<file path="config.mk">
export PLATFORM = sky130hd
export DESIGN_NAME = dmem_arbiter_flat
export DESIGN_NICKNAME = d
export VERILOG_FILES = /design/src/rtl/dmem_arbiter_if.sv /design/src/rtl/dmem_arbiter.sv /design/src/flat_wrapper.sv
export SDC_FILE = /design/constraint.sdc
export NUM_CORES = 1
export LEC_CHECK = 0
export ABC_CLOCK_PERIOD_IN_PS = 4400
export CORE_AREA = 2 2 132 134
export CTS_CLUSTER_DIAMETER = 50
export CTS_CLUSTER_SIZE = 40
export DETAILED_ROUTE_END_ITERATION = 16
export DIE_AREA = 0 0 134 136
export GPL_TIMING_DRIVEN = 0
export HOLD_SLACK_MARGIN = 0.02
export PLACE_DENSITY = 0.79
export SETUP_SLACK_MARGIN = 0.5
export SLEW_MARGIN = 20
export SYNTH_ARGS = -nofsm -noshare
export SYNTH_HDL_FRONTEND = slang
export SYNTH_SLANG_ARGS = --single-unit
</file>
<file path="constraint.sdc">
create_clock -name clk -period 4.4 [get_ports clk]
set_input_delay 0.88 -clock clk [delete_from_list [all_inputs] [get_ports clk]]
set_output_delay 0.88 -clock clk [all_outputs]
set_load 0.005 [all_outputs]
</file>
<file path="src/rtl/dmem_arbiter_if.sv">
// Signal bundle around dmem_arbiter: MEM-stage port, external word port and the RAM macro port.
// The slave view belongs to the arbiter; the master view is the surrounding pipeline/loader/RAM.
interface dmem_arbiter_if #(
    parameter int unsigned DM_MEM_DEPTH = 4096,
    parameter int unsigned DATA_WIDTH   = 32
);
    localparam int unsigned ADDR_WIDTH = $clog2(DM_MEM_DEPTH);

    // MEM-stage side
    logic                  cpu_mem_read;
    logic                  cpu_mem_write;
    logic [2:0]            cpu_func3;
    logic [31:0]           cpu_addr;
    logic [DATA_WIDTH-1:0] cpu_wdata;
    logic [DATA_WIDTH-1:0] cpu_rdata;
    logic                  cpu_ready;
    logic                  cpu_misaligned;

    // External loader / debug DMA side
    logic                  ext_req;
    logic                  ext_we;
    logic [ADDR_WIDTH-1:0] ext_addr;
    logic [DATA_WIDTH-1:0] ext_wdata;
    logic                  ext_gnt;
    logic                  ext_ack;
    logic [DATA_WIDTH-1:0] ext_rdata;

    // RAM macro side
    logic                  mem_en;
    logic                  mem_we;
    logic [3:0]            mem_be;
    logic [ADDR_WIDTH-1:0] mem_addr;
    logic [DATA_WIDTH-1:0] mem_wdata;
    logic [DATA_WIDTH-1:0] mem_rdata;

    modport slave (
        input  cpu_mem_read, cpu_mem_write, cpu_func3, cpu_addr, cpu_wdata,
        output cpu_rdata, cpu_ready, cpu_misaligned,
        input  ext_req, ext_we, ext_addr, ext_wdata,
        output ext_gnt, ext_ack, ext_rdata,
        output mem_en, mem_we, mem_be, mem_addr, mem_wdata,
        input  mem_rdata
    );

    modport master (
        output cpu_mem_read, cpu_mem_write, cpu_func3, cpu_addr, cpu_wdata,
        input  cpu_rdata, cpu_ready, cpu_misaligned,
        output ext_req, ext_we, ext_addr, ext_wdata,
        input  ext_gnt, ext_ack, ext_rdata,
        input  mem_en, mem_we, mem_be, mem_addr, mem_wdata,
        output mem_rdata
    );
endinterface

</file>
<file path="src/rtl/dmem_arbiter.sv">
// Shares one single-port data RAM between the MEM stage and an external word port.
// Round-robin arbitration, RV32I byte/half/word lane mapping, load extension and MEM-stage stall.
module dmem_arbiter #(
    parameter int unsigned DM_MEM_DEPTH = 4096,
    parameter int unsigned DATA_WIDTH   = 32,
    parameter int unsigned MEM_LATENCY  = 2
) (
    input  logic          clk,
    input  logic          rst,
    dmem_arbiter_if.slave bus
);
    localparam int unsigned ADDR_WIDTH = $clog2(DM_MEM_DEPTH);
    localparam int unsigned CNT_WIDTH  = $clog2(MEM_LATENCY + 1);
    localparam logic [CNT_WIDTH-1:0] CNT_LOAD = CNT_WIDTH'(MEM_LATENCY);
    localparam logic [CNT_WIDTH-1:0] CNT_LAST = CNT_WIDTH'(1);

    typedef enum logic [1:0] {
        StIdle,
        StIssue,
        StWait,
        StDone
    } arbState_e;

    typedef enum logic {
        OwnerCpu,
        OwnerExt
    } owner_e;

    // Registered state
    arbState_e             state;
    owner_e                owner;
    owner_e                lastOwner;
    logic                  isWrite;
    logic [2:0]            func3Q;
    logic [1:0]            laneQ;
    logic [CNT_WIDTH-1:0]  latCnt;
    logic                  memEn;
    logic                  memWe;
    logic [3:0]            memBe;
    logic [ADDR_WIDTH-1:0] memAddr;
    logic [DATA_WIDTH-1:0] memWdata;
    logic                  extGnt;
    logic                  extAck;
    logic                  cpuMisaligned;
    logic [DATA_WIDTH-1:0] cpuRdata;
    logic [DATA_WIDTH-1:0] extRdata;

    // Next-state values
    arbState_e             stateNext;
    owner_e                ownerNext;
    owner_e                lastOwnerNext;
    logic                  isWriteNext;
    logic [2:0]            func3Next;
    logic [1:0]            laneNext;
    logic [CNT_WIDTH-1:0]  latCntNext;
    logic                  memEnNext;
    logic                  memWeNext;
    logic [3:0]            memBeNext;
    logic [ADDR_WIDTH-1:0] memAddrNext;
    logic [DATA_WIDTH-1:0] memWdataNext;
    logic                  extGntNext;
    logic                  extAckNext;
    logic                  cpuMisalignedNext;
    logic [DATA_WIDTH-1:0] cpuRdataNext;
    logic [DATA_WIDTH-1:0] extRdataNext;

    // Request decode
    logic                  cpuReq;
    logic                  cpuWr;
    logic [1:0]            cpuOff;
    logic                  cpuBad;
    logic [3:0]            cpuBe;
    logic [DATA_WIDTH-1:0] cpuLaneData;
    logic                  grantCpu;
    logic                  grantExt;

    // Load extension
    logic [7:0]            rdByte;
    logic [15:0]           rdHalf;
    logic [DATA_WIDTH-1:0] loadExt;

    // Address bits above the RAM depth wrap and are deliberately dropped
    logic unusedAddrBits;
    assign unusedAddrBits = ^bus.cpu_addr[31:ADDR_WIDTH+2];

    assign cpuReq = bus.cpu_mem_read | bus.cpu_mem_write;
    assign cpuWr  = bus.cpu_mem_write;
    assign cpuOff = bus.cpu_addr[1:0];

    // Misaligned halves/words and undefined or store-unsigned funct3 are rejected
    always_comb begin
        case (bus.cpu_func3)
            3'b000:  cpuBad = 1'b0;
            3'b100:  cpuBad = cpuWr;
            3'b001:  cpuBad = cpuOff[0];
            3'b101:  cpuBad = cpuWr | cpuOff[0];
            3'b010:  cpuBad = |cpuOff;
            default: cpuBad = 1'b1;
        endcase
    end

    // Store lane mapping; loads always read the full word
    always_comb begin
        cpuBe       = 4'b1111;
        cpuLaneData = bus.cpu_wdata;
        if (cpuWr) begin
            case (bus.cpu_func3[1:0])
                2'b00: begin
                    cpuBe       = 4'b0001 << cpuOff;
                    cpuLaneData = {4{bus.cpu_wdata[7:0]}};
                end
                2'b01: begin
                    cpuBe       = cpuOff[1] ? 4'b1100 : 4'b0011;
                    cpuLaneData = {2{bus.cpu_wdata[15:0]}};
                end
                default: ;
            endcase
        end
    end

    // Round robin: on a tie the side not served last wins
    assign grantCpu = cpuReq & (~bus.ext_req | (lastOwner == OwnerExt));
    assign grantExt = bus.ext_req & ~grantCpu;

    always_comb begin
        rdByte = bus.mem_rdata[7:0];
        case (laneQ)
            2'd1:    rdByte = bus.mem_rdata[15:8];
            2'd2:    rdByte = bus.mem_rdata[23:16];
            2'd3:    rdByte = bus.mem_rdata[31:24];
            default: ;
        endcase
        rdHalf = laneQ[1] ? bus.mem_rdata[31:16] : bus.mem_rdata[15:0];
        case (func3Q)
            3'b000:  loadExt = {{24{rdByte[7]}}, rdByte};
            3'b100:  loadExt = {24'h0, rdByte};
            3'b001:  loadExt = {{16{rdHalf[15]}}, rdHalf};
            3'b101:  loadExt = {16'h0, rdHalf};
            default: loadExt = bus.mem_rdata;
        endcase
    end

    // Next-state and registered-output logic
    always_comb begin
        stateNext         = state;
        ownerNext         = owner;
        lastOwnerNext     = lastOwner;
        isWriteNext       = isWrite;
        func3Next         = func3Q;
        laneNext          = laneQ;
        latCntNext        = latCnt;
        memEnNext         = 1'b0;
        memWeNext         = 1'b0;
        memBeNext         = memBe;
        memAddrNext       = memAddr;
        memWdataNext      = memWdata;
        cpuMisalignedNext = 1'b0;
        cpuRdataNext      = cpuRdata;
        extRdataNext      = extRdata;

        case (state)
            StIdle: begin
                if (grantCpu) begin
                    ownerNext     = OwnerCpu;
                    lastOwnerNext = OwnerCpu;
                    isWriteNext   = cpuWr;
                    func3Next     = bus.cpu_func3;
                    laneNext      = cpuOff;
                    if (cpuBad) begin
                        stateNext         = StDone;
                        cpuMisalignedNext = 1'b1;
                        cpuRdataNext      = '0;
                    end else begin
                        stateNext    = StIssue;
                        memEnNext    = 1'b1;
                        memWeNext    = cpuWr;
                        memBeNext    = cpuBe;
                        memAddrNext  = bus.cpu_addr[ADDR_WIDTH+1:2];
                        memWdataNext = cpuLaneData;
                    end
                end else if (grantExt) begin
                    ownerNext     = OwnerExt;
                    lastOwnerNext = OwnerExt;
                    isWriteNext   = bus.ext_we;
                    stateNext     = StIssue;
                    memEnNext     = 1'b1;
                    memWeNext     = bus.ext_we;
                    memBeNext     = 4'b1111;
                    memAddrNext   = bus.ext_addr;
                    memWdataNext  = bus.ext_wdata;
                end
            end
            StIssue: begin
                if (isWrite) begin
                    stateNext = StDone;
                end else begin
                    stateNext  = StWait;
                    latCntNext = CNT_LOAD;
                end
            end
            StWait: begin
                if (latCnt == CNT_LAST) begin
                    stateNext = StDone;
                    if (owner == OwnerCpu) begin
                        cpuRdataNext = loadExt;
                    end else begin
                        extRdataNext = bus.mem_rdata;
                    end
                end else begin
                    latCntNext = latCnt - CNT_LAST;
                end
            end
            StDone: begin
                stateNext = StIdle;
            end
            default: begin
                stateNext = StIdle;
            end
        endcase

        extGntNext = (stateNext != StIdle) && (ownerNext == OwnerExt);
        extAckNext = (stateNext == StDone) && (ownerNext == OwnerExt);
    end

    always_ff @(posedge clk or posedge rst) begin
        if (rst) begin
            state         <= StIdle;
            owner         <= OwnerCpu;
            lastOwner     <= OwnerExt;
            isWrite       <= 1'b0;
            func3Q        <= 3'b000;
            laneQ         <= 2'b00;
            latCnt        <= '0;
            memEn         <= 1'b0;
            memWe         <= 1'b0;
            memBe         <= 4'b0000;
            memAddr       <= '0;
            memWdata      <= '0;
            extGnt        <= 1'b0;
            extAck        <= 1'b0;
            cpuMisaligned <= 1'b0;
            cpuRdata      <= '0;
            extRdata      <= '0;
        end else begin
            state         <= stateNext;
            owner         <= ownerNext;
            lastOwner     <= lastOwnerNext;
            isWrite       <= isWriteNext;
            func3Q        <= func3Next;
            laneQ         <= laneNext;
            latCnt        <= latCntNext;
            memEn         <= memEnNext;
            memWe         <= memWeNext;
            memBe         <= memBeNext;
            memAddr       <= memAddrNext;
            memWdata      <= memWdataNext;
            extGnt        <= extGntNext;
            extAck        <= extAckNext;
            cpuMisaligned <= cpuMisalignedNext;
            cpuRdata      <= cpuRdataNext;
            extRdata      <= extRdataNext;
        end
    end

    // Stall release is combinational so the hazard unit sees it in the completing cycle
    assign bus.cpu_ready = ~rst & (~cpuReq | ((state == StDone) && (owner == OwnerCpu)));

    assign bus.cpu_rdata      = cpuRdata;
    assign bus.cpu_misaligned = cpuMisaligned;
    assign bus.ext_gnt        = extGnt;
    assign bus.ext_ack        = extAck;
    assign bus.ext_rdata      = extRdata;
    assign bus.mem_en         = memEn;
    assign bus.mem_we         = memWe;
    assign bus.mem_be         = memBe;
    assign bus.mem_addr       = memAddr;
    assign bus.mem_wdata      = memWdata;
endmodule
</file>
<file path="src/flat_wrapper.sv">
// flat-port wrapper written by rule: the top's interface ports become plain ports
module dmem_arbiter_flat 
#(
    parameter int unsigned DM_MEM_DEPTH = 4096,
    parameter int unsigned DATA_WIDTH   = 32,
    parameter int unsigned MEM_LATENCY  = 2
)
  (clk, rst, bus_cpu_mem_read, bus_cpu_mem_write, bus_cpu_func3, bus_cpu_addr, bus_cpu_wdata, bus_cpu_rdata, bus_cpu_ready, bus_cpu_misaligned, bus_ext_req, bus_ext_we, bus_ext_addr, bus_ext_wdata, bus_ext_gnt, bus_ext_ack, bus_ext_rdata, bus_mem_en, bus_mem_we, bus_mem_be, bus_mem_addr, bus_mem_wdata, bus_mem_rdata);
  dmem_arbiter_if #(.DM_MEM_DEPTH(DM_MEM_DEPTH), .DATA_WIDTH(DATA_WIDTH)) bus_i ();
  input  logic clk;
  input  logic rst;
  input wire logic [$bits(bus_i.cpu_mem_read)-1:0] bus_cpu_mem_read;
  input wire logic [$bits(bus_i.cpu_mem_write)-1:0] bus_cpu_mem_write;
  input wire logic [$bits(bus_i.cpu_func3)-1:0] bus_cpu_func3;
  input wire logic [$bits(bus_i.cpu_addr)-1:0] bus_cpu_addr;
  input wire logic [$bits(bus_i.cpu_wdata)-1:0] bus_cpu_wdata;
  output wire logic [$bits(bus_i.cpu_rdata)-1:0] bus_cpu_rdata;
  output wire logic [$bits(bus_i.cpu_ready)-1:0] bus_cpu_ready;
  output wire logic [$bits(bus_i.cpu_misaligned)-1:0] bus_cpu_misaligned;
  input wire logic [$bits(bus_i.ext_req)-1:0] bus_ext_req;
  input wire logic [$bits(bus_i.ext_we)-1:0] bus_ext_we;
  input wire logic [$bits(bus_i.ext_addr)-1:0] bus_ext_addr;
  input wire logic [$bits(bus_i.ext_wdata)-1:0] bus_ext_wdata;
  output wire logic [$bits(bus_i.ext_gnt)-1:0] bus_ext_gnt;
  output wire logic [$bits(bus_i.ext_ack)-1:0] bus_ext_ack;
  output wire logic [$bits(bus_i.ext_rdata)-1:0] bus_ext_rdata;
  output wire logic [$bits(bus_i.mem_en)-1:0] bus_mem_en;
  output wire logic [$bits(bus_i.mem_we)-1:0] bus_mem_we;
  output wire logic [$bits(bus_i.mem_be)-1:0] bus_mem_be;
  output wire logic [$bits(bus_i.mem_addr)-1:0] bus_mem_addr;
  output wire logic [$bits(bus_i.mem_wdata)-1:0] bus_mem_wdata;
  input wire logic [$bits(bus_i.mem_rdata)-1:0] bus_mem_rdata;
  assign bus_i.cpu_mem_read = bus_cpu_mem_read;
  assign bus_i.cpu_mem_write = bus_cpu_mem_write;
  assign bus_i.cpu_func3 = bus_cpu_func3;
  assign bus_i.cpu_addr = bus_cpu_addr;
  assign bus_i.cpu_wdata = bus_cpu_wdata;
  assign bus_cpu_rdata = bus_i.cpu_rdata;
  assign bus_cpu_ready = bus_i.cpu_ready;
  assign bus_cpu_misaligned = bus_i.cpu_misaligned;
  assign bus_i.ext_req = bus_ext_req;
  assign bus_i.ext_we = bus_ext_we;
  assign bus_i.ext_addr = bus_ext_addr;
  assign bus_i.ext_wdata = bus_ext_wdata;
  assign bus_ext_gnt = bus_i.ext_gnt;
  assign bus_ext_ack = bus_i.ext_ack;
  assign bus_ext_rdata = bus_i.ext_rdata;
  assign bus_mem_en = bus_i.mem_en;
  assign bus_mem_we = bus_i.mem_we;
  assign bus_mem_be = bus_i.mem_be;
  assign bus_mem_addr = bus_i.mem_addr;
  assign bus_mem_wdata = bus_i.mem_wdata;
  assign bus_i.mem_rdata = bus_mem_rdata;
  dmem_arbiter #(.DM_MEM_DEPTH(DM_MEM_DEPTH), .DATA_WIDTH(DATA_WIDTH), .MEM_LATENCY(MEM_LATENCY)) u_core (.clk(clk), .rst(rst), .bus(bus_i));
endmodule
</file>
Yosys cells after proc, flatten, opt, wreduce, memory -nomap -nowiden:

Cells that the tools add are included.
W data, S select, Z words.

* input bits: 149
* output and inout port bits: 118
* register bits: 129
* word-level logic and storage cells: 122

* shift-type cells: 1
* add/sub/neg operators: 1
* bitwise logic cells: 12
* eq/ne operators: 23
* muxes and demuxes: 50
* reduce and logical (&&, ||, !) cells: 18

Operators with widths (count)
* $mux W32: 8
* $pmux W32 S2: 2
* $pmux W32 S4: 1
* $mux W12: 3
* $pmux W8 S3: 1
* $mux W4: 5
* $mux W1: 19
* $mux W16: 1
* $eq A3 B3 Y1 const B: 4
* $mux W2: 6
* $eq A2 B2 Y1 const B: 5
* $reduce_and A3 Y1: 3
* $eq A2 B1 Y1 const B: 4
* $ne A2 B2 Y1 const B: 4
* $pmux W2 S4: 1
* $pmux W4 S2: 1
* $reduce_bool A2 Y1: 4
* $eq A3 B1 Y1 const B: 2
* $logic_not A3 Y1: 2
* $ne A2 B1 Y1 const B: 3
* $not A1 Y1: 5
* $pmux W1 S5: 1
* $reduce_and A5 Y1: 1
* $logic_not A2 Y1: 2
* other kinds (9): 17

Longest topological paths before layout:

Gate-level depths: netlist of the first run.

* depth after elaboration: 10
* gate-level depth with buffers: 9
* depth with buffers taken out: 6

Worst setup path after synthesis of the first run:

Ideal clock, no wire load.

* path kind: input to register
* start point: in bus_cpu_func3[0]
* end point: reg u_core.cpuRdata[7] (netlist: u_core.bus.cpu_rdata[7])
* arrival time: 2.400 ns
* path slack: 1.872 ns
* library setup time: 0.128 ns
* cell stages on the path: 6
* required time: 4.272 ns
* buffers on the path: 2
* cell sequence: buf_2 > nor4_1 > o41a_1 > or2_1 > buf_2 > mux2_1

* word-level cells in the longest chain between the ends: 4
* elaborated cells on any way between the ends: 8

RTL lines
* start, declared: RTL line flat_wrapper.sv:14 `input wire logic [$bits(bus_i.cpu_func3)-1:0] bus_cpu_func3;`
* $eq A3 B2 Y1, or another cell as far along: RTL line dmem_arbiter.sv:92 `case (bus.cpu_func3)`
* $pmux W1 S5 *: RTL line dmem_arbiter.sv:92
* $ne A2 B1 Y1 (no line) *
* $reduce_and A5 Y1 (no line) *
* end signal, assigned: RTL line dmem_arbiter.sv:260 `cpuRdata <= cpuRdataNext;`
* end, declared: RTL line dmem_arbiter.sv:45 `logic [DATA_WIDTH-1:0] cpuRdata;`

Every way passes the cells marked *; elsewhere a longest branch is shown, timed or not.
A chain may end at the register's enable or synchronous reset.

Worst setup path after layout of the first run:

* start point: in bus_cpu_mem_write
* end point: out bus_cpu_ready

* word-level cells in the longest chain between the ends: 4

RTL lines
* start, declared: RTL line flat_wrapper.sv:13 `input wire logic [$bits(bus_i.cpu_mem_write)-1:0] bus_cpu_mem_write;`
* $or A1 B1 Y1: RTL line dmem_arbiter.sv:86 `assign cpuReq = bus.cpu_mem_read | bus.cpu_mem_write;`
* $not A1 Y1: RTL line dmem_arbiter.sv:266 `assign bus.cpu_ready = ~rst & (~cpuReq | ((state == StDone) && (owner == OwnerCpu)));`
* $or A1 B1 Y1: RTL line dmem_arbiter.sv:266
* $and A1 B1 Y1: RTL line dmem_arbiter.sv:266
* end, declared: RTL line flat_wrapper.sv:18 `output wire logic [$bits(bus_i.cpu_ready)-1:0] bus_cpu_ready;`

Every way passes these cells.

==> results_tabular.tex, run 1 <==
\begin{tabular}{lr}
\hline
Metric & Value \\
\hline
\multicolumn{2}{l}{\textbf{Detailed routing}} \\
Number of vias per cell & 5.29 \\
Number of detailed-routing iterations run before antenna repair & 5 \\
Drt total wl & 21.3 mm \\
Initial DRC count & $\sim$360 \\
Remaining DRCs & 0 \\
Total via count in the routed design & between 5000 and 6000 \\
Wirelength per Cell & 19.1 um \\
Number of nets with antenna violations after detailed routing & 0 \\
\multicolumn{2}{l}{\textbf{CTS}} \\
Clock transition time at the flip-flop clock pins of the worst setup and hold paths & roughly 0.060 ns \\
TritonCTS clock tree & done \\
CTS sink count & 129 \\
Root buf cell & sky130\_fd\_sc\_hd\_\_clkbuf\_16 \\
Number of post-CTS setup repair buffers & 0 \\
Number of H-tree branching levels & 4 \\
Cts-stage hold buffer count & 0 \\
CTS max path bufs & 2 \\
Worst-Skew Late Latency & 0.42 ns \\
PostCTS Resize Cnt & 0 \\
Num CTS Buffers & 17 \\
\multicolumn{2}{l}{\textbf{Yosys}} \\
Ys Warns & 0 \\
Cell area after technology mapping & roughly 6400 um\^{}2 \\
Ranking of synthesized cells by area & sky130\_fd\_sc\_hd\_\_dfrtp\_1 (50\%), sky130\_fd\_sc\_hd\_\_mux2\_2 (8.7\%), sky130\_fd\_sc\_hd\_\_mux2i\_1 (8.7\%) \\
Asr flop ratio synth & 100\% \\
Synthesized area divided by synthesized cell count & roughly 11 um\^{}2 \\
Library cell with the highest instance count after synthesis & sky130\_fd\_sc\_hd\_\_dfrtp\_1 \\
Number of distinct standard cells referenced by the synthesized netlist & roughly 50 \\
Flop and latch count out of synthesis & $\sim$130 \\
Synth Flop Type & sky130\_fd\_sc\_hd\_\_dfrtp\_1 \\
Number of standard cells after synthesis & slightly above 600 \\
Portion of synthesized cell area occupied by the leading cell type & about half \\
Number of enable flip-flop cells after synthesis & 0 \\
Post-synthesis net count & approximately 760 \\
Most used standard cells in the synthesized netlist & sky130\_fd\_sc\_hd\_\_dfrtp\_1 (128), sky130\_fd\_sc\_hd\_\_o21ai\_0 (62), sky130\_fd\_sc\_hd\_\_nand2\_1 (59), sky130\_fd\_sc\_hd\_\_mux2i\_1 (56), sky130\_fd\_sc\_hd\_\_mux2\_2 (50) \\
Register area share after synthesis & 50.1\% \\
Largest area contributor in the netlist & sky130\_fd\_sc\_hd\_\_dfrtp\_1 \\
\multicolumn{2}{l}{\textbf{Floorplan}} \\
Core region area & 16900 um\^{}2 \\
Number of primary I/O pins & $\sim$270 \\
Initial core utilization & around two fifths \\
Height of the die & $\sim$140 um \\
Die area & 18200 um\^{}2 \\
Die X-Extent & between 100 and 150 um \\
Core Rows & 48 \\
\multicolumn{2}{l}{\textbf{Hold path}} \\
Worst min-delay path category & register to register \\
Startpoint of the lowest-slack hold path & u\_core.bus.mem\_wdata[8]\$\_DFFE\_PP0P\_ \\
Capture endpoint of the worst hold path & u\_core.bus.mem\_wdata[8]\$\_DFFE\_PP0P\_ \\
Hold path depth & 2 \\
\multicolumn{2}{l}{\textbf{GRT}} \\
Via count of the first global-routing pass & $\sim$6000 \\
Overall track demand over capacity in global routing & a little under a quarter \\
Largest net degree at the start of global routing & 35 \\
Leftover overflow at the end of global routing & 0 \\
Number of antenna violations at the first check in global routing & 0 \\
Wire length of the first global-routing pass & 32.9 mm \\
\multicolumn{2}{l}{\textbf{Power and ir drop}} \\
Leakage power total & approximately 4.2 nW \\
Worst voltage drop across the vdd grid & $\sim$0.32 mV \\
Power per cell area & between 600 and 700 nW/um\^{}2 \\
\multicolumn{2}{l}{\textbf{STA}} \\
Minimum hold slack & 0.475 ns \\
Largest clock skew in the final design & 0.0119 ns \\
Max transition margin & $\sim$25\% \\
Finish-stage setup viols & 0 \\
Time the worst path needs with I/O delays and setup & 3.43 ns \\
Fin worst setup slack & 0.969 ns \\
Max Fclk & approximately 300 MHz \\
Final Hold Viols & 0 \\
Final setup TNS & 0 ns \\
Slew Viols, Final & 0 \\
Final critical-path share of the clock period & between 70 and 80\% \\
RSZ-0062 raised after global routing & false \\
Worst Max-Slew Pin Slew & 1.12 ns \\
\multicolumn{2}{l}{\textbf{Place}} \\
Pre-CTS worst setup slack & around 0.65 ns \\
Weighted congestion at the end of routability-driven global placement & 0.891 \\
Placed Instance Area & a little over 9000 um\^{}2 \\
HPWL Detailed & $\sim$17 mm \\
Number of port buffers & between 200 and 250 \\
\multicolumn{2}{l}{\textbf{Job}} \\
Reported max-cap violation count & 0 \\
\multicolumn{2}{l}{\textbf{Worst setup path}} \\
Arrival time of the worst setup path & 2.55 ns \\
Critical R2R Capture & u\_core.bus.cpu\_rdata[19]\$\_DFFE\_PP0P\_ \\
Source of the worst register-to-register timing path & u\_core.laneQ[1]\$\_DFFE\_PP0P\_ \\
Critical path fanouts, max & 8 \\
Required @ worst endpoint & 3.52 ns \\
Critical Setup Path Class & input port to output pin \\
FF-to-FF path depth & 6 \\
R2r setup slk & roughly 1.7 ns \\
Endpoint kind of the worst setup timing path & output pin \\
CP Launch Type & input port \\
\multicolumn{2}{l}{\textbf{Finish}} \\
Total non-filler cell area in the finished layout & 9890 um\^{}2 \\
Antenna fix cells & 0 \\
Number of fillers in the final layout & approximately 1400 \\
Layout Nets & $\sim$1000 \\
Area delta synth->final & 53.3\% \\
Fraction of layout cells with a size suffix above 1 & a little under an eighth \\
Register area & approximately 3200 um\^{}2 \\
Area of the multi-input gates & roughly 3000 um\^{}2 \\
Layout Utilization & about three fifths \\
\multicolumn{2}{l}{\textbf{Status}} \\
Run status & complete, no violations \\
\hline
\end{tabular}
[worst max path at each step]
stage / from / endpoint / slack [ns] / depth (start not counted)
6_report: bus_cpu_mem_write / bus_cpu_ready / 0.97 / 4
5_1_grt: bus_cpu_mem_write / u_core.bus.mem_addr[3]$_DFFE_PP0P_ / 0.92 / 8
4_1_cts: bus_cpu_mem_write / bus_cpu_ready / 0.98 / 4
3_5_place_dp: bus_cpu_mem_write / u_core.bus.mem_addr[6]$_DFFE_PP0P_ / 0.65 / 8
3_3_place_gp: rst / u_core.bus.ext_rdata[0]$_DFFE_PP0P_ / 0.64 / 2
2_1_floorplan: bus_cpu_func3[0] / u_core.bus.cpu_rdata[7]$_DFFE_PP0P_ / 1.87 / 6
[critical path, cell delays in order]
cell                              delay (ns)
sky130_fd_sc_hd__clkdlybuf4s50_1        0.61
sky130_fd_sc_hd__or2_2                  0.40
sky130_fd_sc_hd__a21oi_1                0.14
sky130_fd_sc_hd__clkdlybuf4s50_1        0.52
[flip-flops by register name, summed over array words and instances, names as in the netlist, 2 cells and up]
name and count:
u_core.bus.mem_wdata 32, u_core.bus.ext_rdata 32, u_core.func3Q 3, u_core.latCnt 2
u_core.laneQ 2, u_core.bus.mem_addr 12, u_core.state 2, u_core.bus.mem_be 4
u_core.bus.cpu_rdata 32
[layer usage]
layer	part of all wire, %	global-route usage, %	up-vias	routed length (um)
met5	0	0	-	0
met4	3.5	10.2	0	751
met3	9.3	7.27	40	1980
met2	49	40.9	309	10400
met1	38	27.0	2798	8160
li1	-	-	2743	-
[layout make-up]
cell class | count | area share [%]
clock inverter | 10 | 1.38
timing repair buffer | 251 | 25.9
tap | 225 | 2.85
clock buffer | 20 | 4.62
sequential | 129 | 32.7
inverter | 13 | 0.532
multi-input combinational | 422 | 30.2
buffer | 43 | 1.87
[cells in the final DEF, fill, tap and decap left out, types with 8 or more instances in the layout]
cell	n
sky130_fd_sc_hd__a31oi_1	11
sky130_fd_sc_hd__clkbuf_1	34
sky130_fd_sc_hd__nand2_1	59
sky130_fd_sc_hd__clkbuf_16	17
sky130_fd_sc_hd__o21ai_1	23
sky130_fd_sc_hd__dfrtp_1	128
sky130_fd_sc_hd__mux2_2	50
sky130_fd_sc_hd__inv_1	11
sky130_fd_sc_hd__o31ai_1	19
sky130_fd_sc_hd__o21ai_0	62
sky130_fd_sc_hd__o211ai_1	8
sky130_fd_sc_hd__nor2b_1	37
sky130_fd_sc_hd__a21oi_1	12
sky130_fd_sc_hd__clkdlybuf4s50_1	247
sky130_fd_sc_hd__nor2_1	10
sky130_fd_sc_hd__mux2i_1	56
[kinds of logic after synthesis]
logic type | count (synthesis) | share of synthesized area [%]
DFF | 129 | 50.1
AOI/OAI and AO/OA | 172 | 16.8
adders and majority gates | 5 | 0.970
muxes | 108 | 17.9
and+or+nand+nor | 137 | 10.6
buffers and inverters | 56 | 3.63
[power breakdown]
part	switching, mW	internal, mW
registers	0.301	1.72
clock network	0.521	0.912
logic	1.34	1.57
total	2.16	4.21
[through the flow]
stage | instances | total power [mW]
CTS | 1113 | 6.40
detailed placement | 1083 | 4.94
global placement | 1079 | 4.86
finish | 1113 | 6.36
global route | 1113 | 6.76
floorplan | 607 | 3.39
(Power assumes the default switching activity.)
==> run 2: changes to the inputs <==
--- a/config.mk
+++ b/config.mk
@@ -5,7 +5,7 @@
 export SDC_FILE = /design/constraint.sdc
 export NUM_CORES = 1
 export LEC_CHECK = 0
-export ABC_CLOCK_PERIOD_IN_PS = 4400
+export ABC_CLOCK_PERIOD_IN_PS = 2950
 export CORE_AREA = 2 2 132 134
 export CTS_CLUSTER_DIAMETER = 50
 export CTS_CLUSTER_SIZE = 40
==> constraint.sdc (replaced) <==
create_clock -name clk -period 2.95 [get_ports clk]
set_input_delay 0.59 -clock clk [delete_from_list [all_inputs] [get_ports clk]]
set_output_delay 0.59 -clock clk [all_outputs]
set_load 0.005 [all_outputs]
==> run 2 against run 1 <==
Net effect:
- register-to-register slack worse by 1.0 ns
- via count is 0.37% higher
- final area is 0.80% higher
- clock skew is 0.0060 ns higher
- critical endpoint is now u_core.bus.cpu_rdata[19]$_DFFE_PP0P_
==> results_tabular.tex, run 2 (synthesis results as in run 1) <==
\begin{tabular}{lr}
\hline
Metric & Value \\
\hline
\multicolumn{2}{l}{\textbf{Status}} \\
Run status & complete, no violations \\
\multicolumn{2}{l}{\textbf{STA}} \\
Max Fclk & 424 MHz \\
RSZ-0062 raised after global routing & false \\
Finish-stage setup viols & 0 (unchanged) \\
Largest clock skew in the final design & 0.0179 ns (+0.00601 ns) \\
Max transition margin & 36.3\% (+11 points) \\
Worst Max-Slew Pin Slew & 0.943 ns (-0.175 ns) \\
Final Hold Viols & 0 (unchanged) \\
Minimum hold slack & 0.475 ns (-0.000155 ns) \\
Time the worst path needs with I/O delays and setup & 2.36 ns \\
Slew Viols, Final & 0 (unchanged) \\
Final critical-path share of the clock period & 79.9\% \\
\multicolumn{2}{l}{\textbf{Finish}} \\
Layout Utilization & 59.1\% (+0.47 points) \\
Antenna fix cells & 0 (unchanged) \\
Total non-filler cell area in the finished layout & 9970 um\^{}2 (+0.80\%) \\
Number of standard cells in the layout, taps in and fillers out & 1115 (+0.18\%) \\
Fraction of layout cells with a size suffix above 1 & 12.5\% (+1.2 points) \\
Layout Nets & 1033 (+0.19\%) \\
Commonest non-fill, non-tap cell in the layout & sky130\_fd\_sc\_hd\_\_clkdlybuf4s50\_1 \\
Commonest cells after routing, fill and taps aside & sky130\_fd\_sc\_hd\_\_clkdlybuf4s50\_1 (241), sky130\_fd\_sc\_hd\_\_dfrtp\_1 (128), sky130\_fd\_sc\_hd\_\_o21ai\_0 (62) \\
Area delta synth->final & 54.5\% \\
\multicolumn{2}{l}{\textbf{Floorplan}} \\
Core Rows & 48 (unchanged) \\
Die area & 18200 um\^{}2 (unchanged) \\
Die X-Extent & 134 um (unchanged) \\
Height of the die & 136 um (unchanged) \\
Number of primary I/O pins & 267 (unchanged) \\
Initial core utilization & 38.2\% (unchanged) \\
Core region area & 16900 um\^{}2 (unchanged) \\
\multicolumn{2}{l}{\textbf{Worst setup path}} \\
Arrival time of the worst setup path & 2.66 ns (+0.11 ns) \\
Critical path fanouts, max & 10 (+2) \\
CP Launch Type & input port \\
Endpoint kind of the worst setup timing path & register \\
Worst path max stage delay & 0.54 ns (-0.07 ns) \\
FF-to-FF path depth & 8 (+2) \\
Cell type of the slowest stage on the worst timing path & sky130\_fd\_sc\_hd\_\_o41a\_1 \\
Required @ worst endpoint & 3.26 ns (-0.26 ns) \\
Cell-by-cell trace of the critical path & clkdlybuf4s50\_1, nor2b\_1, o41a\_1, or2\_1, buf\_2, buf\_6, o31ai\_1 \\
Critical Setup Path Class & input port to register \\
\multicolumn{2}{l}{\textbf{Hold path}} \\
Worst min-delay path category & register to register \\
Hold path depth & 2 (unchanged) \\
\multicolumn{2}{l}{\textbf{Power and ir drop}} \\
Clock Power Share & 22.4\% (about the same) \\
Fraction of power spent switching nets & 34.0\% (+0.037 points) \\
Leakage power total & 4.21 nW (+1.4\%) \\
Total design power & 9.54 mW (+50\%) \\
Logic pwr share & 46.0\% (+0.3 points) \\
Power per cell area & 957 nW/um\^{}2 (+49\%) \\
Switching component of the power & 3.24 mW (+50\%) \\
Worst voltage drop across the vdd grid & 0.472 mV (+49\%) \\
Cell-internal power & 6.30 mW (+50\%) \\
Portion of total power attributed to sequential cells & 31.6\% (-0.2 points) \\
\multicolumn{2}{l}{\textbf{Job}} \\
Reported max-cap violation count & 0 (unchanged) \\
\multicolumn{2}{l}{\textbf{GRT}} \\
Largest net degree at the start of global routing & 35 (unchanged) \\
Overall track demand over capacity in global routing & 23.7\% (+0.14 points) \\
Number of antenna violations at the first check in global routing & 0 (unchanged) \\
Via count of the first global-routing pass & 6053 (+0.40\%) \\
Leftover overflow at the end of global routing & 0 (unchanged) \\
Wire length of the first global-routing pass & 33.1 mm (+0.65\%) \\
\multicolumn{2}{l}{\textbf{CTS}} \\
CTS max path bufs & 2 (unchanged) \\
Num CTS Buffers & 17 (unchanged) \\
Worst-Skew Late Latency & 0.42 ns (about the same) \\
Root buf cell & sky130\_fd\_sc\_hd\_\_clkbuf\_16 \\
Number of H-tree branching levels & 4 (unchanged) \\
Clock transition time at the flip-flop clock pins of the worst setup and hold paths & 0.06 ns (about the same) \\
CTS sink count & 129 (unchanged) \\
TritonCTS clock tree & done \\
\multicolumn{2}{l}{\textbf{Detailed routing}} \\
Total via count in the routed design & 5912 (+0.37\%) \\
Drt total wl & 21.3 mm (+0.16\%) \\
Number of nets with antenna violations after detailed routing & 0 (unchanged) \\
Wirelength per Cell & 19.1 um (about the same) \\
Number of detailed-routing iterations run before antenna repair & 5 (unchanged) \\
Remaining DRCs & 0 (unchanged) \\
Initial DRC count & 299 (-18\%) \\
Number of vias per cell & 5.30 (+0.19\%) \\
\multicolumn{2}{l}{\textbf{Place}} \\
Number of placed cells counting well taps & 1083 (unchanged) \\
Weighted congestion at the end of routability-driven global placement & 0.891 (unchanged) \\
HPWL Detailed & 16.5 mm (unchanged) \\
Placed Instance Area & 9290 um\^{}2 (unchanged) \\
Number of port buffers & 247 (unchanged) \\
\hline
\end{tabular}
## run 2: per-stage QoR
stage / TNS, ns / setup WS (ns)
after floorplan: 0 / 0.712
after global placement: -84.63 / -0.515
after detailed placement: -21.11 / -0.515
after CTS: 0 / 0.455
after global routing: 0 / 0.508
final: 0 / 0.594
## run 2: power groups by stage
stage / clock, mW / sequential, mW / combinational [mW]
6_report: 2.13 / 3.02 / 4.39
5_1_grt: 2.26 / 3.11 / 4.76
4_1_cts: 2.17 / 3.02 / 4.39
3_5_place_dp: 0 / 3.04 / 4.34
3_3_place_gp: 0 / 3.00 / 4.25
2_1_floorplan: 0 / 3.04 / 2.01
## run 2: area by class of cell
type	count	area (um^2)
Clock inverter	10	136
Tap cell	225	282
Fill cell	1443	6910
Buffer	43	194
Multi-Input combinational cell	422	3050
Sequential cell	129	3230
Inverter	13	52.6
Clock buffer	20	457
Timing Repair Buffer	253	2570
## run 2: what timing repair did
action                     4_1_cts  5_1_grt
buffers inserted                 1        1
hold buffers                     0        0
resized for setup               18        8
setup endpoints to repair       83       55
pin swaps                        2        1
cloned                           0        0
## run 2: worst paths after layout
path / from / end / slack [ns]
setup reg to reg: u_core.state[0]$_DFF_PP0_ / u_core.bus.cpu_rdata[5]$_DFFE_PP0P_ / 0.64
min in group asynchronous: rst / u_core.bus.mem_wdata[8]$_DFFE_PP0P_ / 0.58
hold / removal: u_core.bus.mem_wdata[8]$_DFFE_PP0P_ / u_core.bus.mem_wdata[8]$_DFFE_PP0P_ / 0.47
hold reg to reg: u_core.bus.mem_wdata[8]$_DFFE_PP0P_ / u_core.bus.mem_wdata[8]$_DFFE_PP0P_ / 0.47
setup / recovery: bus_ext_req / u_core.bus.cpu_rdata[19]$_DFFE_PP0P_ / 0.59
max in group asynchronous: rst / u_core.bus.ext_rdata[1]$_DFFE_PP0P_ / 1.63
## run 2: per-layer routing
metal	track usage (%)	up-vias	part of all wire, %
met5	0	-	0
met4	10.2	0	3.5
met3	7.27	38	8.4
met2	41.0	293	50
met1	27.3	2831	39
li1	-	2750	-
## run 2: worst max-delay path, delay by kind of cell
kind / cells / cell delay [ns]
AOI/OAI and AO/OA: 2 / 0.82
buffers and inverters: 3 / 0.80
and+or+nand+nor: 2 / 0.45
==> run 3: changes to the inputs <==
--- a/config.mk
+++ b/config.mk
@@ -5,7 +5,7 @@
 export SDC_FILE = /design/constraint.sdc
 export NUM_CORES = 1
 export LEC_CHECK = 0
-export ABC_CLOCK_PERIOD_IN_PS = 2950
+export ABC_CLOCK_PERIOD_IN_PS = 2000
 export CORE_AREA = 2 2 132 134
 export CTS_CLUSTER_DIAMETER = 50
 export CTS_CLUSTER_SIZE = 40
==> constraint.sdc (replaced) <==
create_clock -name clk -period 2 [get_ports clk]
set_input_delay 0.4 -clock clk [delete_from_list [all_inputs] [get_ports clk]]
set_output_delay 0.4 -clock clk [all_outputs]
set_load 0.005 [all_outputs]
==> run 3 against run 2 <==
Net effect:
- the flow now finishes with violations (negative setup slack)
- critical path depth unchanged
- clock power up 50%
- wire length up 22%
- sequential share of layout area down 6.2 points
- non-clock buffer count grew 91
- clock skew is 0.0077 ns lower
- flip-flop and latch count unchanged
- cell count rose by 8.3%
- count of clock-buffer cells in the layout fell by 2
- via count increased by 12%
- largest power group unchanged
==> results_tabular.tex, run 3 (synthesis results as in run 1) <==
\begin{tabular}{lr}
\hline
Metric & Value \\
\hline
\multicolumn{2}{l}{\textbf{GRT}} \\
Leftover overflow at the end of global routing & 0 (unchanged) \\
Largest net degree at the start of global routing & 34 (-2.9\%) \\
Global-route met1 utilization & 28.4\% (+1.1 points) \\
Met3 usage & 7.53\% (+0.26 points) \\
Wire length of the first global-routing pass & 35.5 mm (+7.0\%) \\
Overall track demand over capacity in global routing & 25.7\% (+1.9 points) \\
Most utilized layer in the global route result & met2 \\
Via count of the first global-routing pass & 6556 (+8.3\%) \\
Met2 layer usage reported by global route & 45.3\% (+4.2 points) \\
Number of antenna violations at the first check in global routing & 0 (unchanged) \\
\multicolumn{2}{l}{\textbf{STA}} \\
Max transition margin & 55.8\% (+19 points) \\
Final critical-path share of the clock period & 102\% \\
Slew Viols, Final & 0 (unchanged) \\
Worst Max-Slew Pin Slew & 0.664 ns (-0.279 ns) \\
Time the worst path needs with I/O delays and setup & just over 2 ns \\
RSZ-0062 raised after global routing & true \\
Finish-stage setup viols & 2 (+2) \\
Fin worst setup slack & -0.0319 ns (-0.626 ns) \\
Max Fclk & 492 MHz \\
Largest clock skew in the final design & 0.0103 ns (-0.00766 ns) \\
Final Hold Viols & 0 (unchanged) \\
\multicolumn{2}{l}{\textbf{Detailed routing}} \\
Wirelength per Cell & 21.5 um (+13\%) \\
Number of nets with antenna violations after detailed routing & 0 (unchanged) \\
Remaining DRCs & 0 (unchanged) \\
Number of detailed-routing iterations run before antenna repair & 6 (+1) \\
Drt total wl & 26.0 mm (+22\%) \\
Number of vias per cell & 5.47 (+3.2\%) \\
Initial DRC count & 295 (-1.3\%) \\
Total via count in the routed design & 6611 (+12\%) \\
\multicolumn{2}{l}{\textbf{Worst setup path}} \\
Critical path fanouts, max & 5 (-5) \\
Cell type of the slowest stage on the worst timing path & sky130\_fd\_sc\_hd\_\_dfstp\_2 \\
Number of buffers and inverters on the critical path & 3 (unchanged) \\
Required @ worst endpoint & 2.32 ns (-0.94 ns) \\
Endpoint kind of the worst setup timing path & register \\
Critical Setup Path Class & register to register \\
Most frequent CP cell & sky130\_fd\_sc\_hd\_\_buf\_6 \\
Critical path's top delay family & compound AO/OA/AOI/OAI gates \\
CP Launch Type & register \\
Cell-by-cell trace of the critical path & nor2b\_2, o41a\_1, or2\_1, buf\_6, buf\_12, buf\_6, o31ai\_2 \\
Arrival time of the worst setup path & 2.35 ns (-0.31 ns) \\
Worst path max stage delay & 0.55 ns (about the same) \\
\multicolumn{2}{l}{\textbf{CTS}} \\
Root buf cell & sky130\_fd\_sc\_hd\_\_clkbuf\_16 \\
Clock transition time at the flip-flop clock pins of the worst setup and hold paths & 0.06 ns (about the same) \\
Num CTS Buffers & 17 (unchanged) \\
Worst-Skew Late Latency & 0.42 ns (about the same) \\
TritonCTS clock tree & done \\
CTS sink count & 129 (unchanged) \\
Number of H-tree branching levels & 4 (unchanged) \\
Cts-stage hold buffer count & 0 (unchanged) \\
CTS max path bufs & 2 (unchanged) \\
\multicolumn{2}{l}{\textbf{Floorplan}} \\
Core Rows & 48 (unchanged) \\
Die area & 18200 um\^{}2 (unchanged) \\
Number of primary I/O pins & 267 (unchanged) \\
Height of the die & 136 um (unchanged) \\
Die X-Extent & 134 um (unchanged) \\
Core region area & 16900 um\^{}2 (unchanged) \\
Initial core utilization & 38.2\% (unchanged) \\
\multicolumn{2}{l}{\textbf{Power and ir drop}} \\
Leakage power total & 5.61 nW (+33\%) \\
Total design power & 18.2 mW (+91\%) \\
Power per cell area & 1480 nW/um\^{}2 (+55\%) \\
Worst voltage drop across the vdd grid & 0.746 mV (+58\%) \\
\multicolumn{2}{l}{\textbf{Finish}} \\
Area delta synth->final & 91.1\% \\
Fraction of layout cells with a size suffix above 1 & 39.1\% (+27 points) \\
Antenna fix cells & 0 (unchanged) \\
Layout Utilization & 73.0\% (+14 points) \\
Number of fillers in the final layout & 1145 (-21\%) \\
Commonest cells after routing, fill and taps aside & sky130\_fd\_sc\_hd\_\_dfrtp\_1 (126), sky130\_fd\_sc\_hd\_\_clkdlybuf4s50\_1 (122), sky130\_fd\_sc\_hd\_\_dlygate4sd2\_1 (66) \\
Layout Nets & 1125 (+8.9\%) \\
Total non-filler cell area in the finished layout & 12300 um\^{}2 (+24\%) \\
Commonest non-fill, non-tap cell in the layout & sky130\_fd\_sc\_hd\_\_dfrtp\_1 \\
\multicolumn{2}{l}{\textbf{Status}} \\
Violations in the final reports & negative setup slack \\
Run status & complete, but fails checks \\
\multicolumn{2}{l}{\textbf{Place}} \\
HPWL Detailed & 16.7 mm (+0.81\%) \\
Placed Instance Area & 9570 um\^{}2 (+3.0\%) \\
Number of port buffers & 247 (unchanged) \\
Weighted congestion at the end of routability-driven global placement & 0.876 (-1.7\%) \\
\multicolumn{2}{l}{\textbf{Job}} \\
Reported max-cap violation count & 0 (unchanged) \\
\multicolumn{2}{l}{\textbf{Hold path}} \\
Worst min-delay path category & input port to asynchronous set/reset pin \\
\hline
\end{tabular}
==> run 3: changes by cell type in the layout (fill, tap and decap cells not counted), moves of 35 or more <==
| cell | delta |
|---|---|
| sky130_fd_sc_hd__nand2_1 | -42 |
| sky130_fd_sc_hd__clkdlybuf4s50_1 | -119 |
| sky130_fd_sc_hd__buf_4 | +57 |
| sky130_fd_sc_hd__o21ai_2 | +35 |
| sky130_fd_sc_hd__clkdlybuf4s15_1 | +53 |
| sky130_fd_sc_hd__o21ai_0 | -46 |
| sky130_fd_sc_hd__dlygate4sd2_1 | +62 |
==> run 3: repair_timing <==
| action | in CTS | in global routing |
|---|---|---|
| gates cloned | 5 | 9 |
| gates resized for setup | 246 | 282 |
| endpoints found under the setup margin | 242 | 167 |
| pin swaps | 20 | 44 |
| setup buffers | 42 | 38 |
==> run 3: stage by stage <==
step	std cells	setup slack, ns	hold WS, ns	TNS (ns)
floorplan	607	0.00558	0.464	0
global placement	1079	-1.24	0.467	-219.72
detailed placement	1083	-0.895	0.474	-63.64
CTS	1161	0.0463	0.424	0
global route	1208	-0.177	0.453	-0.263
finish	1208	-0.0319	0.428	-0.0608
==> run 3: final timing paths <==
kind                                                      from                                   to  slack (ns)  cells after the start
setup / recovery                  u_core.lastOwner$_DFFE_PP1P_  u_core.bus.cpu_rdata[4]$_DFFE_PP0P_       -0.03                      7
hold / removal                                             rst  u_core.bus.cpu_misaligned$_DFF_PP0_        0.43                      2
setup reg to reg                  u_core.lastOwner$_DFFE_PP1P_  u_core.bus.cpu_rdata[4]$_DFFE_PP0P_       -0.03                      7
hold reg to reg            u_core.bus.ext_rdata[8]$_DFFE_PP0P_  u_core.bus.ext_rdata[8]$_DFFE_PP0P_        0.49                      2
max in group asynchronous                                  rst  u_core.bus.ext_rdata[0]$_DFFE_PP0P_        0.83                      4
min in group clk                              bus_cpu_func3[0]  u_core.bus.cpu_misaligned$_DFF_PP0_        0.46                      3
==> run 3: layout make-up <==
type	instances	area (um^2)	area share, %
repair buffers	344	3490	28.3
plain buffers	43	519	4.21
inverters	13	60.1	0.487
flip-flops and latches	129	3230	26.2
clock inverters	13	161	1.31
clock buffers	18	439	3.56
well taps	225	282	2.28
multi-input cells	423	4140	33.6
==> run 3: metal layers <==
layer / vias to the layer above / wire, um
met5: - / 0
met4: 0 / 1130
met3: 67 / 2010
met2: 356 / 13300
met1: 3246 / 9540
li1: 2942 / -
==> run 3: power by group <==
| group | switching (mW) | internal (mW) | leakage, nW |
|---|---|---|---|
| Clock | 1.20 | 1.99 | 0.296 |
| Combinational | 4.71 | 5.66 | 3.72 |
| Sequential | 0.885 | 3.79 | 1.59 |
| Total | 6.80 | 11.4 | 5.61 |
